$ cat config.mk
export PLATFORM = sky130hd
export DESIGN_NAME = decode_arbiter4_flat
export DESIGN_NICKNAME = d
export VERILOG_FILES = /design/src/rtl/decode_arbiter4_if.sv /design/src/rtl/decode_arbiter4.sv /design/src/flat_wrapper.sv
export SDC_FILE = /design/constraint.sdc
export NUM_CORES = 1
export LEC_CHECK = 0
export BUFFER_PORTS_ARGS = -buffer_cell sky130_fd_sc_hd__buf_2
export CORE_MARGIN = 5
export CORE_UTILIZATION = 55
export DETAILED_ROUTE_END_ITERATION = 7
export HOLD_SLACK_MARGIN = 0.08
export PLACE_DENSITY = 0.76
export SETUP_SLACK_MARGIN = 0.15
export SYNTH_ARGS = -nofsm -noshare
export SYNTH_HDL_FRONTEND = slang
export SYNTH_SLANG_ARGS = --single-unit
$ cat constraint.sdc
create_clock -name clk -period 5.2 [get_ports clk]
set_input_delay 0.78 -clock clk [delete_from_list [all_inputs] [get_ports clk]]
set_output_delay 0.78 -clock clk [all_outputs]
set_load 0.03 [all_outputs]
$ cat src/rtl/decode_arbiter4_if.sv
// Request/grant bundle between requesters and decode_arbiter4.
// The arbiter takes the slave side; the requester side takes master.
interface decode_arbiter4_if;
    logic [3:0] req;
    logic [3:0] gnt;
    logic [1:0] gnt_idx;
    logic       gnt_valid;
    logic       preempt;

    modport master (output req, input gnt, gnt_idx, gnt_valid, preempt);
    modport slave  (input req, output gnt, gnt_idx, gnt_valid, preempt);
endinterface

$ cat src/rtl/decode_arbiter4.sv
// Four-way round-robin arbiter with bounded hold and forced rotation.
// Every output is a flop, so req never reaches an output combinationally.
module decode_arbiter4 #(
    parameter int unsigned MAX_HOLD = 4
) (
    input logic           clk,
    input logic           rst_n,
    decode_arbiter4_if.slave bus
);
    typedef enum logic {IDLE, GRANT} state_e;

    localparam logic [7:0] HOLD_LIM = 8'(MAX_HOLD);

    state_e     state_q, state_d;
    logic [1:0] ptr_q, ptr_d;
    logic [1:0] idx_q, idx_d;
    logic [7:0] hold_cnt_q, hold_cnt_d;
    logic [3:0] gnt_q, gnt_d;
    logic       gnt_valid_q, gnt_valid_d;
    logic       preempt_q, preempt_d;

    logic [3:0] others;
    logic [2:0] win_idle, win_rot;
    logic       at_limit;

    // Returns {found, index} of the first set bit of r, scanning upward from start.
    function automatic logic [2:0] pick(input logic [3:0] r, input logic [1:0] start);
        logic [2:0] res;
        logic [1:0] k;
        res = 3'b000;
        for (int i = 3; i >= 0; i--) begin
            k = start + 2'(i);
            if (r[k]) res = {1'b1, k};
        end
        return res;
    endfunction

    always_comb begin
        state_d    = state_q;
        ptr_d      = ptr_q;
        idx_d      = idx_q;
        hold_cnt_d = hold_cnt_q;
        preempt_d  = 1'b0;

        // The old owner is masked so a rotation can never hand the grant back to it.
        others   = bus.req & ~(4'b0001 << idx_q);
        win_idle = pick(bus.req, ptr_q);
        win_rot  = pick(others, idx_q + 2'd1);
        at_limit = (HOLD_LIM != 8'd0) && (hold_cnt_q == HOLD_LIM);

        case (state_q)
            IDLE: begin
                hold_cnt_d = 8'd0;
                if (win_idle[2]) begin
                    state_d    = GRANT;
                    idx_d      = win_idle[1:0];
                    hold_cnt_d = 8'd1;
                end
            end
            GRANT: begin
                if (!bus.req[idx_q]) begin
                    ptr_d = idx_q + 2'd1;
                    if (win_rot[2]) begin
                        idx_d      = win_rot[1:0];
                        hold_cnt_d = 8'd1;
                    end else begin
                        state_d    = IDLE;
                        hold_cnt_d = 8'd0;
                    end
                end else if (at_limit && (others != 4'b0000)) begin
                    ptr_d      = idx_q + 2'd1;
                    idx_d      = win_rot[1:0];
                    hold_cnt_d = 8'd1;
                    preempt_d  = 1'b1;
                end else if (!at_limit && (hold_cnt_q != 8'hFF)) begin
                    hold_cnt_d = hold_cnt_q + 8'd1;
                end
            end
            default: state_d = IDLE;
        endcase

        gnt_valid_d = (state_d == GRANT);
        gnt_d       = gnt_valid_d ? (4'b0001 << idx_d) : 4'b0000;
    end

    always_ff @(posedge clk or negedge rst_n) begin
        if (!rst_n) begin
            state_q     <= IDLE;
            ptr_q       <= 2'd0;
            idx_q       <= 2'd0;
            hold_cnt_q  <= 8'd0;
            gnt_q       <= 4'b0000;
            gnt_valid_q <= 1'b0;
            preempt_q   <= 1'b0;
        end else begin
            state_q     <= state_d;
            ptr_q       <= ptr_d;
            idx_q       <= idx_d;
            hold_cnt_q  <= hold_cnt_d;
            gnt_q       <= gnt_d;
            gnt_valid_q <= gnt_valid_d;
            preempt_q   <= preempt_d;
        end
    end

    assign bus.gnt       = gnt_q;
    assign bus.gnt_idx   = idx_q;
    assign bus.gnt_valid = gnt_valid_q;
    assign bus.preempt   = preempt_q;
endmodule

$ cat src/flat_wrapper.sv
// flat-port wrapper written by rule: the top's interface ports become plain ports
module decode_arbiter4_flat 
#(
    parameter int unsigned MAX_HOLD = 4
)
  (clk, rst_n, bus_req, bus_gnt, bus_gnt_idx, bus_gnt_valid, bus_preempt);
  decode_arbiter4_if bus_i ();
  input logic clk;
  input logic rst_n;
  input wire logic [$bits(bus_i.req)-1:0] bus_req;
  output wire logic [$bits(bus_i.gnt)-1:0] bus_gnt;
  output wire logic [$bits(bus_i.gnt_idx)-1:0] bus_gnt_idx;
  output wire logic [$bits(bus_i.gnt_valid)-1:0] bus_gnt_valid;
  output wire logic [$bits(bus_i.preempt)-1:0] bus_preempt;
  assign bus_i.req = bus_req;
  assign bus_gnt = bus_i.gnt;
  assign bus_gnt_idx = bus_i.gnt_idx;
  assign bus_gnt_valid = bus_i.gnt_valid;
  assign bus_preempt = bus_i.preempt;
  decode_arbiter4 #(.MAX_HOLD(MAX_HOLD)) u_core (.clk(clk), .rst_n(rst_n), .bus(bus_i));
endmodule
# [After elaboration in Yosys (flattened, before gate mapping)]
# Index checks and enable logic that the tools add are counted.
[classes] shifts=2 addsub=8 muxes=47 bitwise=3 order_cmp=9 n_reduce_logical=5 eq_ne=4
[ops] cell="2-bit by 3-bit less-than comparator with 1-bit output (second input constant)" n=9
[ops] cell="3-bit 2-to-1 mux" n=8
[ops] cell="8-bit 2-to-1 mux" n=3
[ops] cell="1-bit binary-select mux with 2-bit select" n=9
[ops] cell="1-bit 2-to-1 mux" n=17
[ops] cell="8-bit case mux with 2 select lines" n=1
[ops] cell="2-bit 2-to-1 mux" n=6
[ops] cell="2-bit adder (second input constant)" n=4
[ops] cell="8-bit by 1-bit adder with 8-bit output (second input constant)" n=1
[ops] cell="8-bit by 3-bit equality test with 1-bit output (second input constant)" n=1
[ops] cell="8-bit != test (second input constant)" n=1
[ops] cell="1-bit by 2-bit left shift with 4-bit output (first input constant)" n=2
[ops] cell="2-bit by 1-bit adder with 2-bit output (second input constant)" n=3
[ops] cell="4-bit bitwise AND" n=1
[ops] cell="4-bit 2-to-1 mux" n=1
[ops] cell="4-bit != test (second input constant)" n=1
[ops] cell="4-bit inverter" n=1
[ops] cell="2-bit case mux with 2 select lines" n=1
[ops] cell="4-bit nonzero test" n=1
[ops] cell="1-bit logical AND" n=2
[ops] cell="2-bit != test (second input constant)" n=1
[ops] cell="1-bit case mux with 2 select lines" n=1
[ops] cell="2-bit AND reduction" n=1
[ops] cell="1-bit logical NOT" n=1
[ops] cell="1-bit inverter" n=1
[word_totals] ff_bits=18 output_inout_bits=8 word_cells=84

# [Logic depth before layout (Yosys ltp)]
# Gate-level depths: netlist of run 1.
[depth] word_depth=14 depth_mapped=8

# [Worst setup path after synthesis of run 1]
# Ideal clock, no wire load.
[synth_timing] path_kind="input to register" start="in bus_req[2]" end="reg u_core.gnt_q[2], in the netlist u_core.bus.gnt[2]" setup_slack_ns=2.965 path_buffers=1 t_arrival_ns=2.105 required_time_ns=5.070 stages=6 cell_sequence="buf_6 mux4_2 nand2_4 o221ai_2 a211o_1 nor3b_1"
[synth_between] elab_chain_len=12 elab_cells_between_ends=40 classes_between="1 x shift; 36 x mux; 1 x bitwise; 2 x reduce/logical"
[synth_rtl] item="from (decl)" line="flat_wrapper.sv:10" rtl="input wire logic [$bits(bus_i.req)-1:0] bus_req;"
[synth_rtl] item="4-bit bitwise AND" line="decode_arbiter4.sv:46" rtl="others = bus.req & ~(4'b0001 << idx_q);"
[synth_rtl] item="1-bit binary-select mux with 2-bit select" line="decode_arbiter4.sv:33" rtl="if (r[k]) res = {1'b1, k};"
[synth_rtl] item="1-bit 2-to-1 mux (implied by the code)" line="decode_arbiter4.sv:33"
[synth_rtl] item="3-bit 2-to-1 mux (4 in series)" line="decode_arbiter4.sv:33"
[synth_rtl] item="2-bit 2-to-1 mux (on tied branches)" line="decode_arbiter4.sv:63, decode_arbiter4.sv:70"
[synth_rtl] item="2-bit 2-to-1 mux" line="decode_arbiter4.sv:61" rtl="if (!bus.req[idx_q]) begin"
[synth_rtl] item="2-bit case mux with 2 select lines (*)" line="decode_arbiter4.sv:51" rtl="case (state_q)"
[synth_rtl] item="net u_core.idx_d[1]" line="decode_arbiter4.sv:16" rtl="logic [1:0] idx_q, idx_d;"
[synth_rtl] item="1-bit by 2-bit left shift with 4-bit output (*)" line="decode_arbiter4.sv:83" rtl="gnt_d = gnt_valid_d ? (4'b0001 << idx_d) : 4'b0000;"
[synth_rtl] item="4-bit 2-to-1 mux (*)" line="decode_arbiter4.sv:83"
[synth_rtl] item="net u_core.gnt_d[2]" line="decode_arbiter4.sv:18" rtl="logic [3:0] gnt_q, gnt_d;"
[synth_rtl] item="to (signal assigned)" line="decode_arbiter4.sv:100" rtl="gnt_q <= gnt_d;"
[synth_rtl] item="to (decl)" line="decode_arbiter4.sv:18"
# The timed path passes the listed nets; every way through them passes the cells marked *. The select of a mux whose other input is x is not followed.
# A chain may end at the register's enable or synchronous reset.

# [Worst setup path after layout of run 1]
[layout_timing] start="reg u_core.idx_q[0], in the netlist u_core.bus.gnt_idx[0]" end="reg u_core.gnt_q[3], in the netlist u_core.bus.gnt[3]"
[layout_between] elab_cells_between_ends=33 classes_between="4 x add/sub; 2 x shift; 23 x mux; 2 x bitwise; 2 x reduce/logical"
[layout_lines] item="from (decl)" line="decode_arbiter4.sv:16"
[layout_lines] item="from (signal assigned)" line="decode_arbiter4.sv:98" rtl="idx_q <= idx_d;"
[layout_lines] item="parallel branches: the longest is 10 deep, another holds 2-bit by 1-bit adder with 2-bit output"
[layout_lines] item="1-bit 2-to-1 mux (*)" line="decode_arbiter4.sv:61"
[layout_lines] item="1-bit case mux with 2 select lines (*)" line="decode_arbiter4.sv:51"
[layout_lines] item="net u_core.gnt_valid_d" line="decode_arbiter4.sv:19" rtl="logic gnt_valid_q, gnt_valid_d;"
[layout_lines] item="4-bit 2-to-1 mux (*)" line="decode_arbiter4.sv:83"
[layout_lines] item="net u_core.gnt_d[3]" line="decode_arbiter4.sv:18"
# Mark *: on every way through the listed nets, which the timed path passes. The select of a mux whose other input is x is not followed.

==> impl_metrics.toml, run 1 <==
[synthesis]
yosys.cell_count.top_type = "sky130_fd_sc_hd__dfrtp_1"
synth_adder_area_share_pct = 6.30
net_count_after_synthesis = 144
leading_post_synthesis_cells_by_cell_area = "sky130_fd_sc_hd__dfrtp_1, sky130_fd_sc_hd__ha_1, sky130_fd_sc_hd__o21ai_0, sky130_fd_sc_hd__nor2_1, sky130_fd_sc_hd__inv_1"
yosysUniqueCellTypes = 43
seq_area_frac_synth_pct = 37.8
synth_top_family_by_area = "simple AND/OR/NAND/NOR gates"
netlist.area_leader.share_pct = 37.8
ys_top_cells_by_count = "sky130_fd_sc_hd__dfrtp_1, sky130_fd_sc_hd__nor2_1, sky130_fd_sc_hd__o21ai_0"
synth.area.mux_share_pct = 2.83
number_of_enable_type_register_cells_in_the_synthesized_netlist = 0
synth_simple_gate_area_share_pct = 25.8
ys_async_sr_fraction_pct = 100
ys.warnings.count = 0
synthesis.instances = 132
synth_seq_cells = 18
postSynthAreaPerCell_sq_um = 9.03
postSynth.topFlopCell = "sky130_fd_sc_hd__dfrtp_1"
yosys.area_share.xor_xnor_pct = 0.735
mappedNetlistArea_sq_um = 1190
post-synth-top-area-cell = "sky130_fd_sc_hd__dfrtp_1"
compound_gate_portion_of_the_synthesized_area_pct = 22.0

[detailed_routing]
routed_via_density = 6.42
routed_wirelength_mm = 2.54
drt_iter0_drcs = 40
ant_nets = 0
post-route-drc-count = 0
num_vias = 1111
drtPass1Iterations = 4
routedWlPerCell_um = 14.7

[clock_network]
cts-resized-gates = 0
insertion_delay_ns = 0.29
holdBufCountCts = 0
cts_inserted_buffers = 3
clock_tree.root_cell = "sky130_fd_sc_hd__clkbuf_4"
tritoncts = "yes"
cts_setup_buffers = 0
cts-root-to-sink-buffers = 2
cts_sinks = 18
htree_levels = 1
clk_pin_slew_worst_paths_ns = 0.10

[timing]
setup_ws_ns = 2.91
crit_path_time_final_ns = 2.29
min_period_over_period_pct = 44.1
slew_viol_final = 0
fmaxAchievable_mhz = 436
final_hold_viol_count = 0
report.final.setup_viol = 0
fin_skew_ns = 0.00335
max_slew.worst_pin.slew_ns = 0.514
worst_slew_margin_rel_pct = 65.7
grt_setup_unrepaired = "false"
setup_tns_ns = 0

[die]
design.die.area_sq_um = 3200
placementRows = 16
die_width_um = 56.6
core_region_area_sq_um = 2020
start_util_pct = 59.0
dieHeight_um = 56.6
top_level_ports = 14

[setup_path]
worst-setup-path-type = "reg2reg"
worst_path_max_delay_cell = "sky130_fd_sc_hd__dfrtp_1"
crit-reg2reg-launch = "u_core.bus.gnt_idx[0]$_DFF_PN0_"
path_common_cell = "sky130_fd_sc_hd__inv_1"
setup.worst_path.start_class = "flip-flop"
critical_path_arrival_ns = 2.48
critical_path_sink_type = "flip-flop"
timing.reg2reg.worst_path_depth = 8
crit-reg2reg-capture = "u_core.bus.gnt[3]$_DFF_PN0_"
worst_ep_required_time_ns = 5.39
worst_reg_to_reg_setup_slack_ns = 2.91
cp_slowest_stage_delay_ns = 0.52
worstPathCellList = "inv_1 -> ha_1 -> and2b_1 -> nor4_4 -> nand2_1 -> o22ai_1 -> inv_1 -> and3_1"
crit_path_max_fanout = 10

[min_path]
min_path_type = "in2async"

[place]
post_dp_cell_area_sq_um = 1270
dp_hpwl_mm = 1.92
weighted_congestion_at_the_end_of_routability_driven_global_placement = 0.796
buffer_ports.inserted = 13
placement.setup.worst_slack_ns = 2.77

[finish]
layout.nets = 160
num_antenna_cells = 0
fill_cells = 171
utilization_pct = 64.2
syn2layout_area_growth_pct = 8.81
stdcell_area_sq_um = 1300
drive_above_1_share_pct = 14.4

[outcome]
run_status = "complete, no violations"

[grt]
grtUsageTotal_pct = 16.2
grt_pass1_wl_mm = 4.25
grt_overflow_total = 0
number_of_global_route_vias_before_repair = 970
grt_max_degree = 19
grt_antenna_before_repair = 0

[pwr]
total_design_power_mw = 0.712
power-per-cell-area_nw_per_um2 = 548
power_leakage_nw = 0.610
power.ir.vdd_worst_mv = 0.370

[run]
maxCapViolations = 0
## state kept, by name, indices dropped and copies added (netlist names)
| signal | flops |
|---|---|
| u_core.ptr_q | 2 |
| u_core.bus.preempt | 1 |
| u_core.bus.gnt_idx | 2 |
| u_core.bus.gnt | 4 |
| u_core.hold_cnt_q | 8 |
| u_core.state_q | 1 |
## layout by cell type (no fill, tap or decap), drive strengths merged, types with 3 or more instances in the layout
master and count:
clkbuf 3, and3 5, nor3 4, ha 6
inv 10, a21oi 6, buf 13, nand3 4
o31ai 4, nor2 14, nor2b 3, o21ai 12
nand2 9, dfrtp 18
## worst max-delay path, delay by kind of cell, from the launching register on
family	cells	cell delay, ns
AOI/OAI and AO/OA	1	0.28
DFF	1	0.52
and+or+nand+nor	4	0.98
adders and majority gates	1	0.15
buffers and inverters	2	0.27
## worst max-delay path by stage
stage | slack (ns) | cells past startpoint | start | end
2_1_floorplan | 2.97 | 6 | bus_req[2] | u_core.bus.gnt[2]$_DFF_PN0_
3_3_place_gp | 2.81 | 5 | bus_req[2] | u_core.bus.gnt[1]$_DFF_PN0_
3_5_place_dp | 2.77 | 7 | bus_req[1] | u_core.bus.gnt[3]$_DFF_PN0_
4_1_cts | 2.89 | 8 | u_core.bus.gnt_idx[0]$_DFF_PN0_ | u_core.bus.gnt[3]$_DFF_PN0_
5_1_grt | 2.67 | 8 | u_core.bus.gnt_idx[0]$_DFF_PN0_ | u_core.bus.gnt[3]$_DFF_PN0_
6_report | 2.91 | 8 | u_core.bus.gnt_idx[0]$_DFF_PN0_ | u_core.bus.gnt[3]$_DFF_PN0_
## metrics by stage
step,hold WS (ns),std cells
after floorplan,0.464,132
after global placement,0.493,170
after detailed placement,0.515,170
after CTS,0.408,173
final,0.389,173
after global routing,0.415,173
## logic make-up after synthesis
logic type	Yosys count
buf+inv	12
mux	2
simple gates	54
fa+ha+maj	6
compound gates	39
xor+xnor	1
flops	18
## where the power goes
| group | total [mW] | switching, mW | internal (mW) |
|---|---|---|---|
| clock network | 0.0691 | 0.0422 | 0.0270 |
| registers | 0.234 | 0.0490 | 0.185 |
| logic | 0.409 | 0.250 | 0.158 |
| total | 0.711 | 0.342 | 0.370 |
## metal layers
metal | wire, um | global-route usage [%] | up-vias
met5 | 0 | 0 | -
met4 | 25 | 3.39 | 0
met3 | 196 | 3.67 | 7
met2 | 1170 | 24.8 | 58
met1 | 1140 | 23.3 | 533
li1 | - | - | 513
## layout make-up
| cell class | count | area (sq um) | area share, % |
|---|---|---|---|
| Multi-Input combinational cell | 102 | 688 | 53.0 |
| Tap cell | 27 | 33.8 | 2.60 |
| Inverter | 10 | 37.5 | 2.89 |
| Clock buffer | 3 | 22.5 | 1.74 |
| Sequential cell | 18 | 450 | 34.7 |
| Timing Repair Buffer | 13 | 65.1 | 5.01 |
Note: power is estimated with default switching activity, not from simulation.
==> run 2, diff against run 1 <==
Clock period 5.2 ns to 2.28 ns, I/O delays scaled along.
==> run 2 against run 1 <==
Clock skew increased by 0.012 ns. Hold slack better by 0.084 ns. Sequential power rose by 110%. Global-route usage grew 2.2 points. Sequential share of layout area shrank 4.7 points. Critical endpoint is now u_core.bus.gnt[1]$_DFF_PN0_. Flip-flop and latch count unchanged. Non-clock buffer count is 15 higher. Critical path depth grew 1. First-iteration DRC count up 7.5%. Cell count is 9.2% higher. Register-to-register slack lost 2.7 ns.
==> impl_metrics.toml, run 2 (synthesized netlist as in run 1, its figures left out) <==
[detailed_routing]
drtPass1Iterations = 4
routed_wirelength_mm = 3.00
post-route-drc-count = 0
routedWlPerCell_um = 15.9
ant_nets = 0
num_vias = 1168
routed_via_density = 6.18
drt_iter0_drcs = 43

[clock_network]
clk_pin_slew_worst_paths_ns = 0.11
htree_levels = 1
cts_sinks = 18
cts-root-to-sink-buffers = 2
insertion_delay_ns = 0.30
tritoncts = "yes"
cts_inserted_buffers = 3
clock_tree.root_cell = "sky130_fd_sc_hd__clkbuf_4"

[outcome]
run_status = "complete, no violations"

[finish]
mostFrequentLayoutCell = "sky130_fd_sc_hd__dfrtp_1"
num_antenna_cells = 0
non_filler_instance_count_after_layout = 189
largest_reg_flops = 8
top_reg_by_flops = "u_core.hold_cnt_q"
syn2layout_area_growth_pct = 26.7
most-common-layout-cells = "sky130_fd_sc_hd__dfrtp_1, sky130_fd_sc_hd__nor2_1, sky130_fd_sc_hd__buf_2, sky130_fd_sc_hd__buf_4, sky130_fd_sc_hd__o21ai_0"
drive_above_1_share_pct = 33.3
utilization_pct = 74.7
layout.nets = 175

[die]
die_width_um = 56.6
top_level_ports = 14
placementRows = 16
dieHeight_um = 56.6
core_region_area_sq_um = 2020
design.die.area_sq_um = 3200
start_util_pct = 59.0

[place]
dp_hpwl_mm = 2.04
placement.setup.worst_slack_ns = 0.121
buffer_ports.inserted = 13
dp_cells = 175
weighted_congestion_at_the_end_of_routability_driven_global_placement = 0.895

[timing]
report.final.setup_viol = 0
crit_path_time_final_ns = 2.11
worst_slew_margin_rel_pct = 74.6
setup_tns_ns = 0
slew_viol_final = 0
max_slew.worst_pin.slew_ns = 0.382
grt_setup_unrepaired = "false"
fin_skew_ns = 0.0152
hold_slack_ns = 0.472
final_hold_viol_count = 0
min_period_over_period_pct = 92.4
setup_ws_ns = 0.174
fmaxAchievable_mhz = 475

[grt]
number_of_global_route_vias_before_repair = 1051
grt_antenna_before_repair = 0
grtUsageTotal_pct = 18.4
grt_pass1_wl_mm = 4.73
grt_max_degree = 19
grt_overflow_total = 0

[setup_path]
cp_slowest_stage_delay_ns = 0.44
worstPathCellList = "inv_2 -> ha_4 -> and2b_2 -> nor4_4 -> buf_4 -> a21oi_4 -> a32oi_1 -> nand2_2 -> and3b_1"
crit-reg2reg-launch = "u_core.bus.gnt_idx[0]$_DFF_PN0_"
setup.worst_path.start_class = "flip-flop"
cpLargestDelayFamily = "simple AND/OR/NAND/NOR gates"
worst-setup-path-type = "reg2reg"
worst-path-buf-inv = 2
crit_path_start = "u_core.bus.gnt_idx[0]$_DFF_PN0_"
crit_path_max_fanout = 5
critical_path_arrival_ns = 2.29
critical_path_sink_type = "flip-flop"
worst_ep_required_time_ns = 2.47
worst_path_max_delay_cell = "sky130_fd_sc_hd__dfrtp_2"

[pwr]
power_leakage_nw = 0.699
power.ir.vdd_worst_mv = 1.22
power-per-cell-area_nw_per_um2 = 1280

[run]
maxCapViolations = 0

[min_path]
min_path_type = "in2async"
-- run 2: cell type report --
class                      instances  area (sq um)
inverter                          10          37.5
multi-input combinational        102           766
tap                               27          33.8
clock buffer                       4          36.3
fill                             149           512
timing repair buffer              28           184
sequential                        18           453
-- run 2: power breakdown --
group	switching, mW	total, mW	leakage, nW	internal (mW)
combinational	0.698	1.24	0.449	0.542
clock	0.100	0.198	0.0210	0.0974
sequential	0.0766	0.502	0.229	0.425
total	0.875	1.94	0.699	1.06
-- run 2: worst paths after layout --
path	to	slack (ns)	cells past startpoint
min in group clk	u_core.hold_cnt_q[0]$_DFFE_PN0P_	0.48	3
setup / recovery	u_core.bus.gnt[1]$_DFF_PN0_	0.17	9
hold / removal	u_core.hold_cnt_q[3]$_DFFE_PN0P_	0.47	2
max in group asynchronous	u_core.bus.gnt_idx[0]$_DFF_PN0_	1.49	2
setup reg to reg	u_core.bus.gnt[1]$_DFF_PN0_	0.17	9
hold reg to reg	u_core.ptr_q[0]$_DFFE_PN0P_	0.53	2
-- run 2: per-stage QoR --
stage / power [mW] / cell area [sq um]
6_report: 1.94 / 1510
5_1_grt: 2.11 / 1510
4_1_cts: 1.71 / 1360
3_5_place_dp: 1.50 / 1310
3_3_place_gp: 1.47 / 1310
2_1_floorplan: 1.24 / 1190
-- run 2: worst register-to-register path, delay by kind of cell, from the launching register on --
kind	cells	cell delay, ns
buffers and inverters	2	0.30
flip-flops	1	0.44
AND/OR/NAND/NOR	4	0.88
AO/OA/AOI/OAI	2	0.27
adder cells (fa/ha/maj)	1	0.13
-- run 2: layer usage --
| layer | up-vias | share of wire [%] | GRT usage (%) |
|---|---|---|---|
| met2 | 54 | 51 | 29.5 |
| met4 | 0 | 0.63 | 3.05 |
| met5 | - | 0 | 0 |
| met1 | 566 | 41 | 24.8 |
| met3 | 4 | 7.2 | 5.50 |
| li1 | 544 | - | - |
-- run 2: timing repair --
action,in CTS,in global routing
endpoints found under the setup margin,4,14
hold buffers,1,0
hold endpoints to repair,18,0
pin swaps,1,7
gates resized for setup,1,24
buffers inserted,0,9
